`src/rtl/colour_sequencer.sv`:
```
// Colour-code sweep sequencer driving the 3-bit colour -> 24-bit RGB converter.
// Optional pause input is compiled in when SEQ_PAUSE_EN is defined.
module colour_sequencer #(
    parameter int unsigned DWELL_W = 8
) (
    input  logic               i_clk,
    input  logic               i_rst_n,
    input  logic               i_start,
    input  logic               i_stop,
    input  logic               i_dir,
    input  logic               i_loop,
`ifdef SEQ_PAUSE_EN
    input  logic               i_pause,
`endif
    input  logic [DWELL_W-1:0] i_dwell,
    output logic [2:0]         o_colour,
    output logic               o_enable,
    output logic               o_busy,
    output logic               o_wrap,
    output logic               o_done
);

    typedef enum logic [1:0] {
        StIdle = 2'd0,
        StRun  = 2'd1,
        StDone = 2'd2
    } state_e;

    state_e             r_state;
    logic [2:0]         r_colour;
    logic               r_enable;
    logic               r_busy;
    logic               r_wrap;
    logic               r_done;
    logic [DWELL_W-1:0] r_cnt;
    logic               r_dir;

    state_e             w_state_nxt;
    logic [2:0]         w_colour_nxt;
    logic               w_enable_nxt;
    logic               w_wrap_nxt;
    logic               w_done_nxt;
    logic [DWELL_W-1:0] w_cnt_nxt;
    logic               w_dir_nxt;
    logic               w_at_end;
    logic [2:0]         w_first;
    logic [2:0]         w_step;
    logic               w_hold;

    // End-of-sweep and restart colours follow the direction latched at start.
    assign w_at_end = r_dir ? (r_colour == 3'd0) : (r_colour == 3'd7);
    assign w_first  = r_dir ? 3'd7 : 3'd0;
    assign w_step   = r_dir ? (r_colour - 3'd1) : (r_colour + 3'd1);

`ifdef SEQ_PAUSE_EN
    assign w_hold = i_pause;
`else
    assign w_hold = 1'b0;
`endif

    always_comb begin
        w_state_nxt  = r_state;
        w_colour_nxt = r_colour;
        w_enable_nxt = 1'b0;
        w_wrap_nxt   = 1'b0;
        w_done_nxt   = 1'b0;
        w_cnt_nxt    = r_cnt;
        w_dir_nxt    = r_dir;

        unique case (r_state)
            StIdle: begin
                if (i_start && !i_stop) begin
                    w_state_nxt  = StRun;
                    w_colour_nxt = i_dir ? 3'd7 : 3'd0;
                    w_enable_nxt = 1'b1;
                    w_cnt_nxt    = i_dwell;
                    w_dir_nxt    = i_dir;
                end
            end
            StRun: begin
                if (i_stop) begin
                    w_state_nxt = StIdle;
                end else if (w_hold) begin
                    w_state_nxt = StRun;
                end else if (r_cnt != '0) begin
                    w_cnt_nxt = r_cnt - DWELL_W'(1);
                end else if (!w_at_end) begin
                    w_colour_nxt = w_step;
                    w_enable_nxt = 1'b1;
                    w_cnt_nxt    = i_dwell;
                end else if (i_loop) begin
                    w_colour_nxt = w_first;
                    w_enable_nxt = 1'b1;
                    w_wrap_nxt   = 1'b1;
                    w_cnt_nxt    = i_dwell;
                end else begin
                    w_state_nxt = StDone;
                    w_done_nxt  = 1'b1;
                end
            end
            StDone: begin
                w_state_nxt = StIdle;
            end
            default: begin
                w_state_nxt = StIdle;
            end
        endcase
    end

    always_ff @(posedge i_clk or negedge i_rst_n) begin
        if (!i_rst_n) begin
            r_state  <= StIdle;
            r_colour <= 3'd0;
            r_enable <= 1'b0;
            r_busy   <= 1'b0;
            r_wrap   <= 1'b0;
            r_done   <= 1'b0;
            r_cnt    <= '0;
            r_dir    <= 1'b0;
        end else begin
            r_state  <= w_state_nxt;
            r_colour <= w_colour_nxt;
            r_enable <= w_enable_nxt;
            r_busy   <= (w_state_nxt == StRun);
            r_wrap   <= w_wrap_nxt;
            r_done   <= w_done_nxt;
            r_cnt    <= w_cnt_nxt;
            r_dir    <= w_dir_nxt;
        end
    end

    assign o_colour = r_colour;
    assign o_enable = r_enable;
    assign o_busy   = r_busy;
    assign o_wrap   = r_wrap;
    assign o_done   = r_done;

endmodule

```
`config.mk`:
```
export PLATFORM = sky130hd
export DESIGN_NAME = colour_sequencer
export DESIGN_NICKNAME = d
export VERILOG_FILES = /design/src/rtl/colour_sequencer.sv
export SDC_FILE = /design/constraint.sdc
export NUM_CORES = 1
export LEC_CHECK = 0
export CAP_MARGIN = 25
export CELL_PAD_IN_SITES_DETAIL_PLACEMENT = 1
export CELL_PAD_IN_SITES_GLOBAL_PLACEMENT = 1
export CORE_ASPECT_RATIO = 1.4
export CORE_MARGIN = 4
export CORE_UTILIZATION = 37
export CTS_BUF_LIST = sky130_fd_sc_hd__clkbuf_4
export DETAILED_ROUTE_END_ITERATION = 10
export HOLD_SLACK_MARGIN = 0.03
export PLACE_DENSITY_LB_ADDON = 0.1
export SLEW_MARGIN = 5
export SYNTH_ARGS = -nofsm -noshare
export SYNTH_HDL_FRONTEND = slang
export SYNTH_SLANG_ARGS = --single-unit
```
`constraint.sdc`:
```
create_clock -name i_clk -period 2.25 [get_ports i_clk]
set_clock_uncertainty 0.15 [all_clocks]
set_input_delay 0.3375 -clock i_clk [delete_from_list [all_inputs] [get_ports i_clk]]
set_output_delay 0.3375 -clock i_clk [all_outputs]
set_load 0.05 [all_outputs]
```
After elaboration in Yosys (flattened, before gate mapping)
Index checks and enable logic that the tools add are counted.
{ "word_totals": {"latch_bits": 0, "register_bits": 18, "ram_bits": 0, "mem_bits_ro": 0, "out_inout_bits": 7, "input_bits": 14, "n_memories": 0, "wordCells": 65} }
{ "classes": {"div_mod_pow": 0, "magnitude_cmp": 0, "shifts": 0, "n_reduce_logical": 9, "n_bitwise": 0, "n_mux": 37, "add_sub_neg": 3, "multipliers": 0, "n_eq_ne": 8} }
{ "op_table": {"columns": ["cell", "n"], "rows": [
  ["two-way mux 8 bit", 5],
  ["two-way mux 3 bit", 8],
  ["one-hot mux 8 bit (2 select lines)", 1],
  ["two-way mux 1 bit", 15],
  ["two-way mux 2 bit", 5],
  ["nonzero test 8 bit", 1],
  ["subtractor 8 x 1 -> 8 bit (second input constant)", 1],
  ["!= test 2 bit (second input constant)", 3],
  ["one-hot mux 3 bit (2 select lines)", 1],
  ["AND reduction 5 bit", 1],
  ["equality test 2 x 1 -> 1 bit (second input constant)", 2],
  ["!= test 4 bit (second input constant)", 1],
  ["one-hot mux 2 bit (2 select lines)", 1],
  ["AND reduction 4 bit", 1],
  ["adder 3 x 1 -> 3 bit (second input constant)", 1],
  ["equality test 3 bit (second input constant)", 1],
  ["logical NOT 3 bit", 1],
  ["!= test 3 bit (second input constant)", 1],
  ["subtractor 3 x 1 -> 3 bit (second input constant)", 1],
  ["logical NOT 2 bit", 1],
  ["one-hot mux 1 bit (2 select lines)", 1],
  ["AND reduction 2 bit", 1],
  ["nonzero test 2 bit", 1],
  ["logical AND 1 bit", 1],
  ["logical NOT 1 bit", 1]
]} }

Depth between registers and ports, before layout
Gate-level depths: netlist of run 1.
{ "logic_depth": {"depth_word": 7, "mapped_depth": 8} }

Worst setup path after synthesis of run 1
No wires, ideal clock.
{ "synth_timing": {"path_kind": "register -> register", "startpoint": "reg r_cnt[0]", "endpoint": "reg r_cnt[3]", "n_path_buf": 0, "required_time_ns": 1.979, "stages_incl_launch_ff": 7, "setup_ns": 0.121, "slack_ns": 0.045, "arrival_time_ns": 1.934, "period_less_slack_ns": 2.205, "cell_sequence": "dfrtp_1 inv_1 ha_1 or3b_2 o21ai_4 mux2_1 a22o_1"} }
{ "synth_between": {"elab_chain_cells": 4, "elab_cells_between_ends": 7, "cone_classes": "1 x add/sub; 1 x eq/ne; 3 x mux; 2 x reduce/logical"} }
{ "synth_rtl": {"columns": ["element", "line", "rtl"], "rows": [
  ["start, declared", "35", "logic [DWELL_W-1:0] r_cnt;"],
  ["start signal, assigned", "127", "r_cnt <= w_cnt_nxt;"],
  ["subtractor 8 x 1 -> 8 bit / nonzero test 8 bit (equally long branches)", "86, 85", null],
  ["two-way mux 8 bit", "85", "end else if (r_cnt != '0) begin"],
  ["two-way mux 8 bit", "81", "if (i_stop) begin"],
  ["one-hot mux 8 bit (2 select lines)", "70", "unique case (r_state)"]
]} }
Several ways; a longest one is shown, not always the timed one. The select of a mux whose other input is x is not followed.
A chain may end at the register's enable or synchronous reset.

Worst setup path after layout of run 1
{ "layout_timing": {"startpoint": "reg r_colour[2] (netlist: o_colour[2])", "endpoint": "out o_colour[2]"} }
{ "layout_rtl": {"columns": ["element", "line", "rtl"], "rows": [
  ["start, declared", "30", "logic [2:0] r_colour;"],
  ["start signal, assigned", "122", "r_colour <= w_colour_nxt;"],
  ["end, declared", "16", "output logic [2:0] o_colour,"]
]} }
No word-level cell between the ends.

==> results of run 1 <==
cells by family after synthesis:
logic type | Yosys count
buffers and inverters | 8
adder cells (fa/ha/maj) | 2
multiplexers | 3
AND/OR/NAND/NOR | 49
AO/OA/AOI/OAI | 38
flip-flops | 18
synth_stat cells (all sizes together), types with 2 or more instances:
cell | instances | area (um2)
a21oi | 12 | 71.3
a22o | 2 | 17.5
a31oi | 3 | 33.8
a41oi | 2 | 17.5
dfrtp | 18 | 450
inv | 6 | 22.5
mux2i | 2 | 20.0
nand2 | 15 | 56.3
nand2b | 3 | 18.8
nand3 | 2 | 10.0
nand4 | 3 | 18.8
nor2 | 5 | 28.8
nor2b | 2 | 12.5
nor3 | 5 | 25.0
nor3b | 2 | 15.0
nor4 | 2 | 12.5
o21ai | 10 | 61.3
routing by layer:
metal,share of wire (%),GRT usage [%],vias to the layer above
met1,40,19.9,551
met4,0.55,4.99,0
met2,57,33.4,20
met5,0,0,-
met3,2.7,3.07,2
li1,-,-,517
area by class of cell:
type / count / area (um2) / area share (%)
clock buffer: 3 / 22.5 / 1.49
multi-input combinational: 92 / 633 / 41.8
tap: 37 / 46.3 / 3.06
clock inverter: 1 / 3.75 / 0.248
inverter: 6 / 22.5 / 1.49
sequential: 18 / 450 / 29.8
timing repair buffer: 38 / 335 / 22.1
through the flow:
stage / utilization (%) / std cells / cell area (um2) / hold slack (ns) / setup WS [ns]
3_5_place_dp: 51.4 / 191 / 1480 / 0.391 / 0.0464
6_report: 52.6 / 195 / 1510 / 0.207 / 0.119
4_1_cts: 52.3 / 195 / 1510 / 0.215 / 0.0290
2_1_floorplan: - / 118 / 1120 / -0.108 / 0.0445
5_1_grt: 52.6 / 195 / 1510 / 0.211 / 0.0498
3_3_place_gp: 51.4 / 191 / 1480 / 0.393 / 0.131
power by group:
| part | switching, uW | total (uW) | internal (uW) |
|---|---|---|---|
| Sequential | 52.1 | 427 | 375 |
| Combinational | 273 | 494 | 221 |
| Clock | 110 | 175 | 64.7 |
| Total | 435 | 1100 | 661 |
sequential cells by signal, summed over array words and instances, names as in the netlist:
signal	flops
r_cnt	8
o_done	1
o_busy	1
o_colour	3
r_state	2
o_enable	1
o_wrap	1
r_dir	1
worst paths after layout:
check / startpoint / to
min in group i_clk: r_cnt[5] / r_cnt[5]
setup reg to reg: r_cnt[0] / r_cnt[6]
hold / removal: i_rst_n / o_enable
max in group asynchronous: i_rst_n / r_cnt[6]
hold reg to reg: r_cnt[5] / r_cnt[5]
setup / recovery: o_colour[2] / o_colour[2]
critical path, stage by stage (launching register included):
cell and delay [ns]:
dfrtp_1 0.37, buf_4 0.16, clkdlybuf4s50_1 0.81
repair_timing:
item / 4_1_cts / 5_1_grt
setup endpoints to repair: 0 / 10
endpoints found under the hold margin: 0 / 0
gates resized for setup: 0 / 2
==> metrics.cfg, run 1 <==
[outcome]
run_status=finished, final reports clean

[synthesis]
mux_contribution_to_synthesized_area_pct=2.78
synthXorXnorAreaFrac_pct=0
syn-cell-area_um2=1120
synth-edff-count=0
synth-simple-area-share_pct=25.2
syn_avg_cell_area_um2=9.52
ys_async_sr_fraction_pct=100
synth_warnings=0
synth_ff_type=dfrtp_1
synth-adder-area-share_pct=2.90
postSynthCellCount=118
postSynthNetCount=134
postSynthRegisterBits=18
synth_compound_gate_area_share_pct=24.8
sequential_cell_area_fraction_in_the_yosys_report_pct=40.1
main_combinational_cell_family_by_area_after_synthesis=simple AND/OR/NAND/NOR gates
yosysUniqueCellTypes=46

[clock_tree]
tritoncts_clock_tree=done
cts-buffers-inserted=3
clk_pin_slew_worst_paths_ns=0.11
cts_root_buf=clkbuf_4
hold_buffers=0
clock_sinks=18
cts_setup_buffers=0
cts-htree-levels=1
insertion_delay_ns=0.30
clockBufferDepth=2

[global_routing]
vias_in_the_first_global_route=1156
grt_antenna_before_repair=0
grt_pass1_wl_um=5280
overflow=0
grtUsageTotal_pct=18.0
grt_max_degree=19

[critical_path]
arrival_ns=1.64
critPathKind=reg -> out
reg2reg_depth=7
end_kind=primary output
crit_path_max_fanout=8
required_ns=1.76
worstSetupStartpointType=flip-flop
r2r_setup_slack_ns=0.14

[placement]
gp_congestion=0.786
io_buffers=20
detailed_place_hpwl_um=2480

[sta]
worst_slew_margin_pct=61.8
timing_worst_slew_pin_value_ns=0.568
setup_total_negative_slack_ns=0
report.final.setup_viol=0
rsz_0062_raised_after_global_routing=false
maxClockFrequency_mhz=469
hold_viol=0
final_min_period_over_clock_period_pct=94.7
period_needed_ns=2.13
final_max_tran_viols=0

[die]
die_y_extent_um=73.2
core_um2=2880
dieWidth_um=54.6
starting_utilization_of_the_core_area_pct=39.0
floorplan.rows=23
die_area_um2=3990
ioPinCount=21

[finish]
most_common_cell_after_layout_fill_and_taps_aside=clkdlybuf4s50_1
final.fill_count=342
layout_common_cells=20 x clkdlybuf4s50_1, 18 x dfrtp_1, 18 x buf_4, 15 x nand2_1, 11 x a21oi_1
flow.area_growth_from_synthesis_pct=34.7
post_route_cells_drive_above_1_share_pct=21.5
layout.nets=175
antenna_cells_inserted=0

[drt]
drc=0
drt-wirelength-per-cell_um=16.0
detail-route-antenna-nets=0
via_count=1090
drt-pass1-iter-count=4
drt_wl_total_um=3120
initialDrtViolationCount=19
vias_per_cell=5.59

[power_and_ir_drop]
p_total_uw=1100
worst_ir_drop_vdd_v=0.000441
cellPowerDensity_nw_per_um2=724
leakage_power_uw=0.000616

[min_path]
hp-class=in -> async

[run]
drv_cap=0

No activity file was read; power rests on OpenSTA's default activity.
==> inputs of run 2 (changes only) <==
Settings changed: CAP_MARGIN 25 to 20, GPL_TIMING_DRIVEN set to 0, HOLD_SLACK_MARGIN 0.03 to 0.08.
==> metrics.cfg, run 2 (synthesis gave the netlist of run 1 again) <==
[global_routing]
vias_in_the_first_global_route=1154  ; -0.17%
overflow=0  ; unchanged
grt_pass1_wl_um=5360  ; +1.6%
grtUsageTotal_pct=18.0  ; +0.067 points
grt_max_degree=19  ; unchanged
grt_antenna_before_repair=0  ; unchanged

[critical_path]
crit_path_max_fanout=9  ; +1
required_ns=1.76  ; about the same
crit_path_cell_trace=clkdlybuf4s50_1
r2r_setup_slack_ns=0.12  ; -0.02 ns
end_kind=primary output
arrival_ns=1.65  ; about the same
critical-path-max-stage-delay_ns=0.86  ; +0.05 ns
worstSetupStartpointType=flip-flop
critPathKind=reg -> out
critPathSlowestCell=clkdlybuf4s50_1
buffers_plus_inverters_on_the_worst_setup_path=1  ; -1
cpLargestDelayFamily=buffers and inverters

[sta]
hold_viol=0  ; unchanged
final.hold.worst_slack_ns=0.357  ; +0.150 ns
report.final.setup_viol=0  ; unchanged
period_needed_ns=2.14  ; +0.00950 ns
worst_slew_margin_pct=44.6  ; -17 points
timing_worst_slew_pin_value_ns=0.829  ; +0.260 ns
final_max_tran_viols=0  ; unchanged
rsz_0062_raised_after_global_routing=false
maxClockFrequency_mhz=467  ; -0.44%
final_min_period_over_clock_period_pct=95.1  ; +0.42 points
timing.final.ws_setup_ns=0.110  ; -0.00950 ns

[min_path]
hp-class=in -> async

[placement]
detailed_place_hpwl_um=2330  ; -6.3%
place_worst_setup_slack_ns=-0.199  ; -0.246 ns
dpl-instance-area_um2=1370  ; -7.4%
post-place-cells=175  ; -8.4%
io_buffers=20  ; unchanged
gp_congestion=0.801  ; +2.0%

[run]
drv_cap=0  ; unchanged

[die]
die_y_extent_um=73.2  ; unchanged
starting_utilization_of_the_core_area_pct=39.0  ; unchanged
die_area_um2=3990  ; unchanged
ioPinCount=21  ; unchanged
dieWidth_um=54.6  ; unchanged
core_um2=2880  ; unchanged
floorplan.rows=23  ; unchanged

[clock_tree]
cts-buffers-inserted=3  ; unchanged
tritoncts_clock_tree=done
hold_buffers=0  ; unchanged
clock_sinks=18  ; unchanged
cts-htree-levels=1  ; unchanged
insertion_delay_ns=0.30  ; about the same
clockBufferDepth=2  ; unchanged
clk_pin_slew_worst_paths_ns=0.11  ; about the same
cts_root_buf=clkbuf_4

[finish]
final.fill_count=331  ; -3.2%
post_route_cells_drive_above_1_share_pct=17.9  ; -3.6 points
most_common_cell_after_layout_fill_and_taps_aside=clkdlybuf4s50_1
flow.area_growth_from_synthesis_pct=29.4
max_flop_register=r_cnt
layout_common_cells=20 x clkdlybuf4s50_1, 17 x dfrtp_1, 15 x nand2_1, 11 x a21oi_1, 8 x o21ai_0
final_cells=182  ; -6.7%
multiInputGateArea_um2=659  ; +4.2%
antenna_cells_inserted=0  ; unchanged
layout.nets=162  ; -7.4%
layout.area.seq_um2=452  ; +0.28%
max_ffs_per_register=8  ; unchanged
postLayoutCellArea_um2=1450  ; -4.0%

[outcome]
run_status=finished, final reports clean

[power_and_ir_drop]
p_total_uw=1050  ; -4.1%
leakage_power_uw=0.000567  ; -8.0%
worst_ir_drop_vdd_v=0.000340  ; -23%
cellPowerDensity_nw_per_um2=723  ; about the same

[drt]
initialDrtViolationCount=19  ; unchanged
drt_wl_total_um=3010  ; -3.5%
drt-pass1-iter-count=4  ; unchanged
vias_per_cell=5.65  ; +1.1%
drc=0  ; unchanged
via_count=1029  ; -5.6%
detail-route-antenna-nets=0  ; unchanged
drt-wirelength-per-cell_um=16.5  ; +3.4%

-- run 2: cell types whose count changed in the layout (fill, tap and decap cells not counted), sizes merged --
cell,change
buf,-14
clkbuf,+1
-- run 2: worst register-to-register path, delay by kind of cell (launching register included) --
kind,cells,cell delay (ns)
simple gates,2,0.62
fa+ha+maj,1,0.20
compound gates,3,0.55
flops,1,0.44
buf+inv,1,0.08
-- run 2: final cells by class --
class / instances / area share [%]
well taps: 37 / 3.18
clock inverters: 1 / 0.258
multi-input cells: 92 / 45.4
plain buffers: 2 / 1.72
flip-flops and latches: 18 / 31.1
clock buffers: 3 / 1.55
repair buffers: 23 / 15.3
inverters: 6 / 1.55
-- run 2: what timing repair did --
item                       in CTS  in global routing
setup endpoints to repair       9                  6
resized for setup               5                  5
buffers inserted                2                  1
pin swaps                       1                  1
-- run 2: layer usage --
| layer | part of all wire [%] | up-vias | global-route usage (%) |
|---|---|---|---|
| li1 | - | 491 | - |
| met1 | 40 | 506 | 20.4 |
| met2 | 54 | 24 | 32.8 |
| met3 | 3.7 | 8 | 2.45 |
| met4 | 2.6 | 0 | 6.65 |
| met5 | 0 | - | 0 |
-- run 2: path summary, 6_finish.rpt --
kind,start,endpoint,cells past startpoint
worst min register to register,r_cnt[3],r_cnt[3],1
worst max register to register,r_cnt[1],r_cnt[6],7
max in group asynchronous,i_rst_n,o_colour[0],1
min in group i_clk,r_cnt[3],r_cnt[3],1
worst min-delay path,i_rst_n,r_state[0],1
worst max-delay path,o_colour[2],o_colour[2],1
-- run 2: power by group --
part | switching [uW] | internal (uW)
clock | 104 | 64.6
combinational | 233 | 186
sequential | 88.5 | 376
total | 425 | 626
-- run 2: per-stage QoR --
step / util [%] / TNS [ns]
after floorplan: - / 0
after global placement: 47.6 / -0.750
after detailed placement: 47.6 / -1.05
after CTS: 49.6 / 0
after global routing: 50.5 / 0
final: 50.5 / 0
